$ cat config.mk
export PLATFORM = sky130hd
export DESIGN_NAME = serial_frame_rx
export DESIGN_NICKNAME = d
export VERILOG_FILES = /design/src/rtl/serial_frame_rx_pkg.sv /design/src/rtl/serial_frame_rx_sipo.sv /design/src/rtl/serial_frame_rx.sv
export SDC_FILE = /design/constraint.sdc
export NUM_CORES = 1
export LEC_CHECK = 0
export ABC_AREA = 1
export BUFFER_PORTS_ARGS = -buffer_cell sky130_fd_sc_hd__buf_2
export CAP_MARGIN = 10
export CORE_MARGIN = 4
export CORE_UTILIZATION = 45
export DETAILED_ROUTE_END_ITERATION = 7
export PLACE_DENSITY_LB_ADDON = 0.1
export SYNTH_ARGS = -nofsm -noshare
export SYNTH_HDL_FRONTEND = slang
export SYNTH_HIERARCHICAL = 1
export SYNTH_SLANG_ARGS = --single-unit
export TNS_END_PERCENT = 20
$ cat constraint.sdc
create_clock -name clk -period 2.7 [get_ports clk]
set_input_delay 0 -clock clk [delete_from_list [all_inputs] [get_ports clk]]
set_output_delay 0 -clock clk [all_outputs]
set_load 0.1 [all_outputs]
$ cat src/rtl/serial_frame_rx_pkg.sv
// Shared definitions for the serial frame receiver and its companion transmitter.
// The line-state encodings are fixed 2-bit values so both ends agree on them.
package serial_frame_rx_pkg;

  localparam logic [1:0] RX_IDLE   = 2'd0;
  localparam logic [1:0] RX_DATA   = 2'd1;
  localparam logic [1:0] RX_PARITY = 2'd2;
  localparam logic [1:0] RX_STOP   = 2'd3;

  typedef enum logic [1:0] {
    ST_IDLE   = RX_IDLE,
    ST_DATA   = RX_DATA,
    ST_PARITY = RX_PARITY,
    ST_STOP   = RX_STOP
  } rx_state_e;

endpackage

$ cat src/rtl/serial_frame_rx_sipo.sv
// Serial-in parallel-out shift register: new bits enter at the MSB and move
// toward bit 0, so the first bit received ends up in bit 0.
module sipo_shift_reg #(
  parameter int DATA_W = 8
) (
  input  logic              clk,
  input  logic              async_reset_n,
  input  logic              shift_en,
  input  logic              din,
  output logic [DATA_W-1:0] q
);

  // Shift register state.
  always_ff @(posedge clk or negedge async_reset_n) begin
    if (!async_reset_n) begin
      q <= '0;
    end else if (shift_en) begin
      q <= {din, q[DATA_W-1:1]};
    end else begin
      q <= q;
    end
  end

endmodule

$ cat src/rtl/serial_frame_rx.sv
// Frame receiver: start bit, DATA_W data bits LSB first, parity bit, stop bit.
// Delivers the word with a one-cycle valid pulse plus parity and framing flags.
module serial_frame_rx
  import serial_frame_rx_pkg::*;
#(
  parameter int DATA_W     = 8,
  parameter bit PARITY_ODD = 1'b0
) (
  input  logic              clk,
  input  logic              async_reset_n,
  input  logic              serial_in,
  input  logic              bit_en,
  output logic [DATA_W-1:0] data_out,
  output logic              data_valid,
  output logic              parity_err,
  output logic              frame_err,
  output logic              busy
);

  localparam int              CNT_W    = $clog2(DATA_W);
  localparam logic [CNT_W-1:0] CNT_LAST = CNT_W'(DATA_W - 1);

  // High when the data bits plus the parity bit do not match the selected parity.
  function automatic logic frame_parity_err(input logic [DATA_W-1:0] data, input logic par_bit);
    return (^data) ^ par_bit ^ PARITY_ODD;
  endfunction

  rx_state_e         r_state;
  rx_state_e         w_state_nxt;
  logic [CNT_W-1:0]  r_cnt;
  logic [CNT_W-1:0]  w_cnt_nxt;
  logic              r_par_bit;
  logic              w_par_nxt;
  logic              w_shift_en;
  logic [DATA_W-1:0] w_shift_q;
  logic              w_stop_ok;
  logic              w_stop_bad;

  sipo_shift_reg #(
    .DATA_W(DATA_W)
  ) u_sipo (
    .clk          (clk),
    .async_reset_n(async_reset_n),
    .shift_en     (w_shift_en),
    .din          (serial_in),
    .q            (w_shift_q)
  );

  // Next-state, counter and parity-capture logic; nothing moves without bit_en.
  always_comb begin
    w_state_nxt = r_state;
    w_cnt_nxt   = r_cnt;
    w_par_nxt   = r_par_bit;
    w_shift_en  = 1'b0;
    if (bit_en) begin
      case (r_state)
        ST_IDLE: begin
          if (!serial_in) begin
            w_state_nxt = ST_DATA;
            w_cnt_nxt   = '0;
          end else begin
            w_state_nxt = ST_IDLE;
          end
        end
        ST_DATA: begin
          w_shift_en = 1'b1;
          w_cnt_nxt  = r_cnt + CNT_W'(1'b1);
          if (r_cnt == CNT_LAST) begin
            w_state_nxt = ST_PARITY;
          end else begin
            w_state_nxt = ST_DATA;
          end
        end
        ST_PARITY: begin
          w_par_nxt   = serial_in;
          w_state_nxt = ST_STOP;
        end
        ST_STOP: begin
          w_state_nxt = ST_IDLE;
        end
        default: begin
          w_state_nxt = ST_IDLE;
        end
      endcase
    end else begin
      w_state_nxt = r_state;
    end
  end

  assign w_stop_ok  = bit_en && (r_state == ST_STOP) &&  serial_in;
  assign w_stop_bad = bit_en && (r_state == ST_STOP) && !serial_in;

  // FSM state, bit counter and captured parity bit.
  always_ff @(posedge clk or negedge async_reset_n) begin
    if (!async_reset_n) begin
      r_state   <= ST_IDLE;
      r_cnt     <= '0;
      r_par_bit <= 1'b0;
    end else begin
      r_state   <= w_state_nxt;
      r_cnt     <= w_cnt_nxt;
      r_par_bit <= w_par_nxt;
    end
  end

  // Registered outputs; the pulses clear on every edge they are not re-asserted.
  always_ff @(posedge clk or negedge async_reset_n) begin
    if (!async_reset_n) begin
      data_out   <= '0;
      data_valid <= 1'b0;
      parity_err <= 1'b0;
      frame_err  <= 1'b0;
      busy       <= 1'b0;
    end else begin
      data_valid <= w_stop_ok;
      frame_err  <= w_stop_bad;
      busy       <= (w_state_nxt != ST_IDLE);
      if (w_stop_ok) begin
        data_out   <= w_shift_q;
        parity_err <= frame_parity_err(w_shift_q, r_par_bit);
      end
    end
  end

endmodule

==> flow_metrics.env, run 1 <==
export IMPL_worstRegToRegCells=5
export IMPL_antenna_left=0
export IMPL_floorplan_initialDensity_pct=48.0
export IMPL_rows=18
export IMPL_synth_nets=150
export IMPL_grt_setup_unrepaired="false"
export IMPL_clock_latency_ns=0.31
export IMPL_finalCritPeriodShare_pct=56.8
export IMPL_clock_skew_ns=0.00138
export IMPL_critPathRequiredTime_ns=2.92
export IMPL_r2r_slack_ns=1.17
export IMPL_crit_type="reg2reg"
export IMPL_grt_max_degree=27
export IMPL_finalHoldViolCount=0
export IMPL_cts_sinks=26
export IMPL_cts_root_buf="clkbuf_4"
export IMPL_syn_area_mm2=0.00120
export IMPL_worstMarginPinSlew_ns=0.656
export IMPL_place_port_buffers=15
export IMPL_drtIter0Drc=35
export IMPL_synth_avg_cell_area_um2=8.33
export IMPL_cpLargestDelayFamily="simple AND/OR/NAND/NOR gates"
export IMPL_boundaryPins=16
export IMPL_n_fill_cell=223
export IMPL_crit_chain="inv_1, nor2_1, inv_2, nand2_1, nand2_1"
export IMPL_synthCells=144
export IMPL_clkTransAtPathRegs_ns=0.14
export IMPL_die_w_um=59.6
export IMPL_setup_viol=0
export IMPL_coreArea_mm2=0.00250
export IMPL_design_final_nets=172
export IMPL_cts_setup_buffers=0
export IMPL_cap_violations=0
export IMPL_end_kind="flip-flop"
export IMPL_critPathBufInv=2
export IMPL_hpwl_mm=1.49
export IMPL_drc=0
export IMPL_max_freq_mhz=652
export IMPL_outcome="complete, no violations"
export IMPL_clockBufferDepth=2
export IMPL_grt_total_usage_pct=14.0
export IMPL_setup_ws_ns=1.17
export IMPL_ys_warn_count=6
export IMPL_period_needed_ns=1.53
export IMPL_critPathSlowestCell="nor2_1"
export IMPL_finalMaxSlewViolations=0
export IMPL_chipHeight_um=59.6
export IMPL_layout_drive_gt1_share_pct=18.8
export IMPL_cts_buffers=3
export IMPL_firstDrtPassIters=4
export IMPL_gp_congestion=0.679
export IMPL_cts_repair_resized=0
export IMPL_drt_wl_total_mm=2.03
export IMPL_worst_path_largest_cell_delay_ns=0.54
export IMPL_fin_setup_tns_ns=0
export IMPL_max_slew_margin_pct=56.1
export IMPL_dieArea_mm2=0.00356
export IMPL_hold_path_class="in2async"
export IMPL_ctsHoldBuffers=4
export IMPL_r2r_start="r_state[0]"
export IMPL_viasPerCell=4.63
export IMPL_grt_pass1_wl_mm=3.64
export IMPL_crit_top_cell="nand2_1"
export IMPL_critPathLaunchType="flip-flop"
export IMPL_wl_per_cell_um=10.4
export IMPL_h_tree_depth=1
export IMPL_cts_tree="yes"
export IMPL_diodes=0
export IMPL_yosysSeqAreaShare_pct=54.2
export IMPL_path_max_fanout=11
export IMPL_via_count=903
export IMPL_antenna_found_initial=0
export IMPL_pre_cts_ws_ns=1.19
export IMPL_overflow=0
export IMPL_synth_distinct_cells=16
export IMPL_area_delta_synth_final_pct=13.9
export IMPL_crit_arrival_ns=1.76
export IMPL_path_depth=5
export IMPL_grt_pass1_vias=841
export IMPL_ys_seq_elements=26
export IMPL_worstReg2RegEnd="u_sipo/q[3]"
==> logic make-up (layout without fill, tap and decap cells) <==
logic type / Yosys count / in the layout / share of synthesized area, %
AO/OA/AOI/OAI: 13 / 13 / 7.30
XOR/XNOR: 1 / 1 / 0.730
adder cells (fa/ha/maj): 2 / 2 / 2.09
buffers and inverters: 21 / 42 / 7.82
flip-flops: 26 / 26 / 54.2
AND/OR/NAND/NOR: 81 / 81 / 27.8
==> routing by layer <==
layer / routed length, um / up-vias / GRT usage [%]
li1: - / 483 / -
met1: 1040 / 402 / 18.8
met2: 887 / 16 / 21.5
met3: 86 / 2 / 2.61
met4: 15 / 0 / 6.65
met5: 0 / - / 0
==> flip-flops by register name (all words and copies together), names as in the netlist <==
register and flops:
data_out 8, u_sipo/q 8, r_cnt 3, r_state 2
busy 1, data_valid 1, frame_err 1, parity_err 1
r_par_bit 1
==> cell type report <==
type,instances,area [um^2],share of cell area [%]
clock buffer,4,36.3,2.66
inverter,19,71.3,5.22
multi-input combinational,97,455,33.3
sequential,26,651,47.6
tap,30,37.5,2.75
timing repair buffer,19,115,8.42
==> metrics by stage <==
step                      util (%)  hold WS (ns)  std cells  instance area, um^2
after floorplan                  -        -0.296        144                 1200
after global placement        51.6        0.0237        187                 1290
after detailed placement      51.6        0.0325        187                 1290
after CTS                     54.7         0.211        195                 1370
after global routing          54.7         0.217        195                 1370
final                         54.7         0.192        195                 1370
==> how the worst max path moves through the flow <==
stage / from / end
after CTS: r_state[1] / u_sipo/q[5]
after detailed placement: r_state[1] / u_sipo/q[5]
final: r_state[0] / u_sipo/q[3]
after floorplan: r_cnt[0] / busy
after global placement: r_state[1] / u_sipo/q[7]
after global routing: r_state[1] / u_sipo/q[5]
==> Yosys cell counts <==
cell	n	area [um^2]
buf_6	2	22.5
inv_1	17	63.8
inv_2	2	7.51
a21oi_1	1	5.00
dfrtp_1	26	651
nor2_4	1	11.3
nor2_1	3	11.3
nand3_2	1	10.0
or2_2	1	6.26
nand3_1	9	45.0
xor2_1	1	8.76
nand2_1	65	244
ha_1	2	25.0
o21ai_2	6	52.6
nand2_2	1	6.26
o21ai_0	6	30.0
==> cells in the final DEF, fill, tap and decap left out, types with 2 or more instances in the layout <==
cell | Yosys | layout
dlygate4sd3_1 | 0 | 4
dfrtp_1 | 26 | 26
inv_2 | 2 | 2
nand2_1 | 65 | 65
clkbuf_4 | 0 | 3
o21ai_2 | 6 | 6
nor2_1 | 3 | 3
o21ai_0 | 6 | 6
ha_1 | 2 | 2
nand3_1 | 9 | 9
inv_1 | 17 | 17
buf_2 | 0 | 15
Power of run 1 is not shown: default switching activity piles up to over one toggle a cycle in this logic, so the estimate is an artifact.
==> run 2: changes to the inputs <==
==> constraint.sdc (replaced) <==
create_clock -name clk -period 1.38 [get_ports clk]
set_input_delay 0 -clock clk [delete_from_list [all_inputs] [get_ports clk]]
set_output_delay 0 -clock clk [all_outputs]
set_load 0.1 [all_outputs]
==> run 2 against run 1 <==
Critical path depth increased by 2. Cell area grew 1.6%. Clock-buffer cell count stayed put. Cell count rose by 1.0%. Via count is 3.4% higher. Worst setup slack got worse by 1.1 ns. Utilization grew 0.90 points. Critical path type unchanged. Sequential share of layout area decreased by 0.77 points.
==> flow_metrics.env, run 2 (same netlist as run 1, synthesis figures left out) <==
export IMPL_viasPerCell=4.74
export IMPL_grt_pass1_vias=940
export IMPL_cts_tree="yes"
export IMPL_reg_top3="data_out (8), u_sipo/q (8), r_cnt (3)"
export IMPL_overflow=0
export IMPL_clock_latency_ns=0.32
export IMPL_clockBufferDepth=2
export IMPL_grt_total_usage_pct=14.2
export IMPL_grt_setup_unrepaired="false"
export IMPL_finalHoldViolCount=0
export IMPL_critPathSlowestCell="dfrtp_1"
export IMPL_hpwl_mm=1.53
export IMPL_clock_skew_ns=0.00601
export IMPL_r2r_slack_ns=0.07
export IMPL_finalCritPeriodShare_pct=94.9
export IMPL_hold_path_class="in2async"
export IMPL_stdcell_count=197
export IMPL_cap_violations=0
export IMPL_area_delta_synth_final_pct=15.7
export IMPL_crit_type="reg2reg"
export IMPL_diodes=0
export IMPL_cts_sinks=26
export IMPL_path_max_fanout=2
export IMPL_worst_path_largest_cell_delay_ns=0.41
export IMPL_cpLargestDelayFamily="simple AND/OR/NAND/NOR gates"
export IMPL_critPathRequiredTime_ns=1.60
export IMPL_wl_per_cell_um=10.9
export IMPL_cts_root_buf="clkbuf_4"
export IMPL_pre_cts_ws_ns=-0.0164
export IMPL_floorplan_initialDensity_pct=48.0
export IMPL_period_needed_ns=1.31
export IMPL_clkTransAtPathRegs_ns=0.14
export IMPL_final_cell_mix="nand2_1 (65), dfrtp_1 (26), inv_1 (17)"
export IMPL_coreArea_mm2=0.00250
export IMPL_critPathBufInv=1
export IMPL_rows=18
export IMPL_max_slew_margin_pct=62.3
export IMPL_dieArea_mm2=0.00356
export IMPL_n_fill_cell=224
export IMPL_finalMaxSlewViolations=0
export IMPL_setup_ws_ns=0.0706
export IMPL_setup_viol=0
export IMPL_max_freq_mhz=764
export IMPL_antenna_left=0
export IMPL_dp_cells=188
export IMPL_grt_max_degree=27
export IMPL_outcome="complete, no violations"
export IMPL_grt_pass1_wl_mm=3.88
export IMPL_drt_wl_total_mm=2.15
export IMPL_h_tree_depth=1
export IMPL_final_util_pct=55.6
export IMPL_final_common_cell="nand2_1"
export IMPL_cts_buffers=3
export IMPL_crit_top_cell="ha_2"
export IMPL_antenna_found_initial=0
export IMPL_crit_arrival_ns=1.53
export IMPL_boundaryPins=16
export IMPL_worstMarginPinSlew_ns=0.566
export IMPL_chipHeight_um=59.6
export IMPL_end_kind="flip-flop"
export IMPL_fin_setup_tns_ns=0
export IMPL_place_port_buffers=15
export IMPL_via_count=934
export IMPL_firstDrtPassIters=4
export IMPL_drtIter0Drc=34
export IMPL_crit_chain="ha_2, ha_2, nand3_1, nand2_1, inv_1, nor2_1, or2_4"
export IMPL_drc=0
export IMPL_gp_congestion=0.705
export IMPL_critPathLaunchType="flip-flop"
export IMPL_layout_drive_gt1_share_pct=21.0
export IMPL_design_final_nets=174
export IMPL_die_w_um=59.6
## run 2: what timing repair did
item,in CTS,in global routing
endpoints found under the setup margin,1,1
hold endpoints to repair,30,0
pin swaps,0,1
hold buffers,4,0
gates resized for setup,2,2
setup buffers,0,1
## run 2: area by class of cell
cell class                      count  area [um^2]  area share (%)
Inverter                           19         71.3            5.14
Sequential cell                    26          651            46.8
Timing Repair Buffer               21          130            9.37
Tap cell                           30         37.5            2.70
Clock buffer                        4         36.3            2.61
Multi-Input combinational cell     97          463            33.3
## run 2: metrics by stage
stage          instance area [um^2]  hold WS, ns
2_1_floorplan                  1200       -0.296
6_report                       1390        0.199
3_3_place_gp                   1300       0.0234
4_1_cts                        1380        0.215
5_1_grt                        1390        0.244
3_5_place_dp                   1300       0.0321
## run 2: worst reg2reg max path, cell delays in order (launching register included)
cell,delay (ns)
dfrtp_1,0.41
ha_2,0.18
ha_2,0.17
nand3_1,0.08
nand2_1,0.05
inv_1,0.05
nor2_1,0.04
or2_4,0.24
## run 2: layer usage
| layer | share of wire [%] | routed length [um] | track usage [%] |
|---|---|---|---|
| met1 | 49 | 1050 | 18.9 |
| met4 | 1.1 | 23 | 6.33 |
| met5 | 0 | 0 | 0 |
| met3 | 4.3 | 92 | 2.61 |
| met2 | 46 | 977 | 22.3 |
## run 2: final timing paths
| check | from | endpoint | depth (start not counted) |
|---|---|---|---|
| max | r_cnt[1] | busy | 7 |
| min in group clk | serial_in | u_sipo/q[7] | 4 |
| max reg2reg | r_cnt[1] | busy | 7 |
| max in group asynchronous | async_reset_n | r_cnt[0] | 2 |
| min | async_reset_n | data_out[0] | 2 |
| min reg2reg | data_out[0] | data_out[0] | 2 |
Power of run 2 is left out for the same reason.
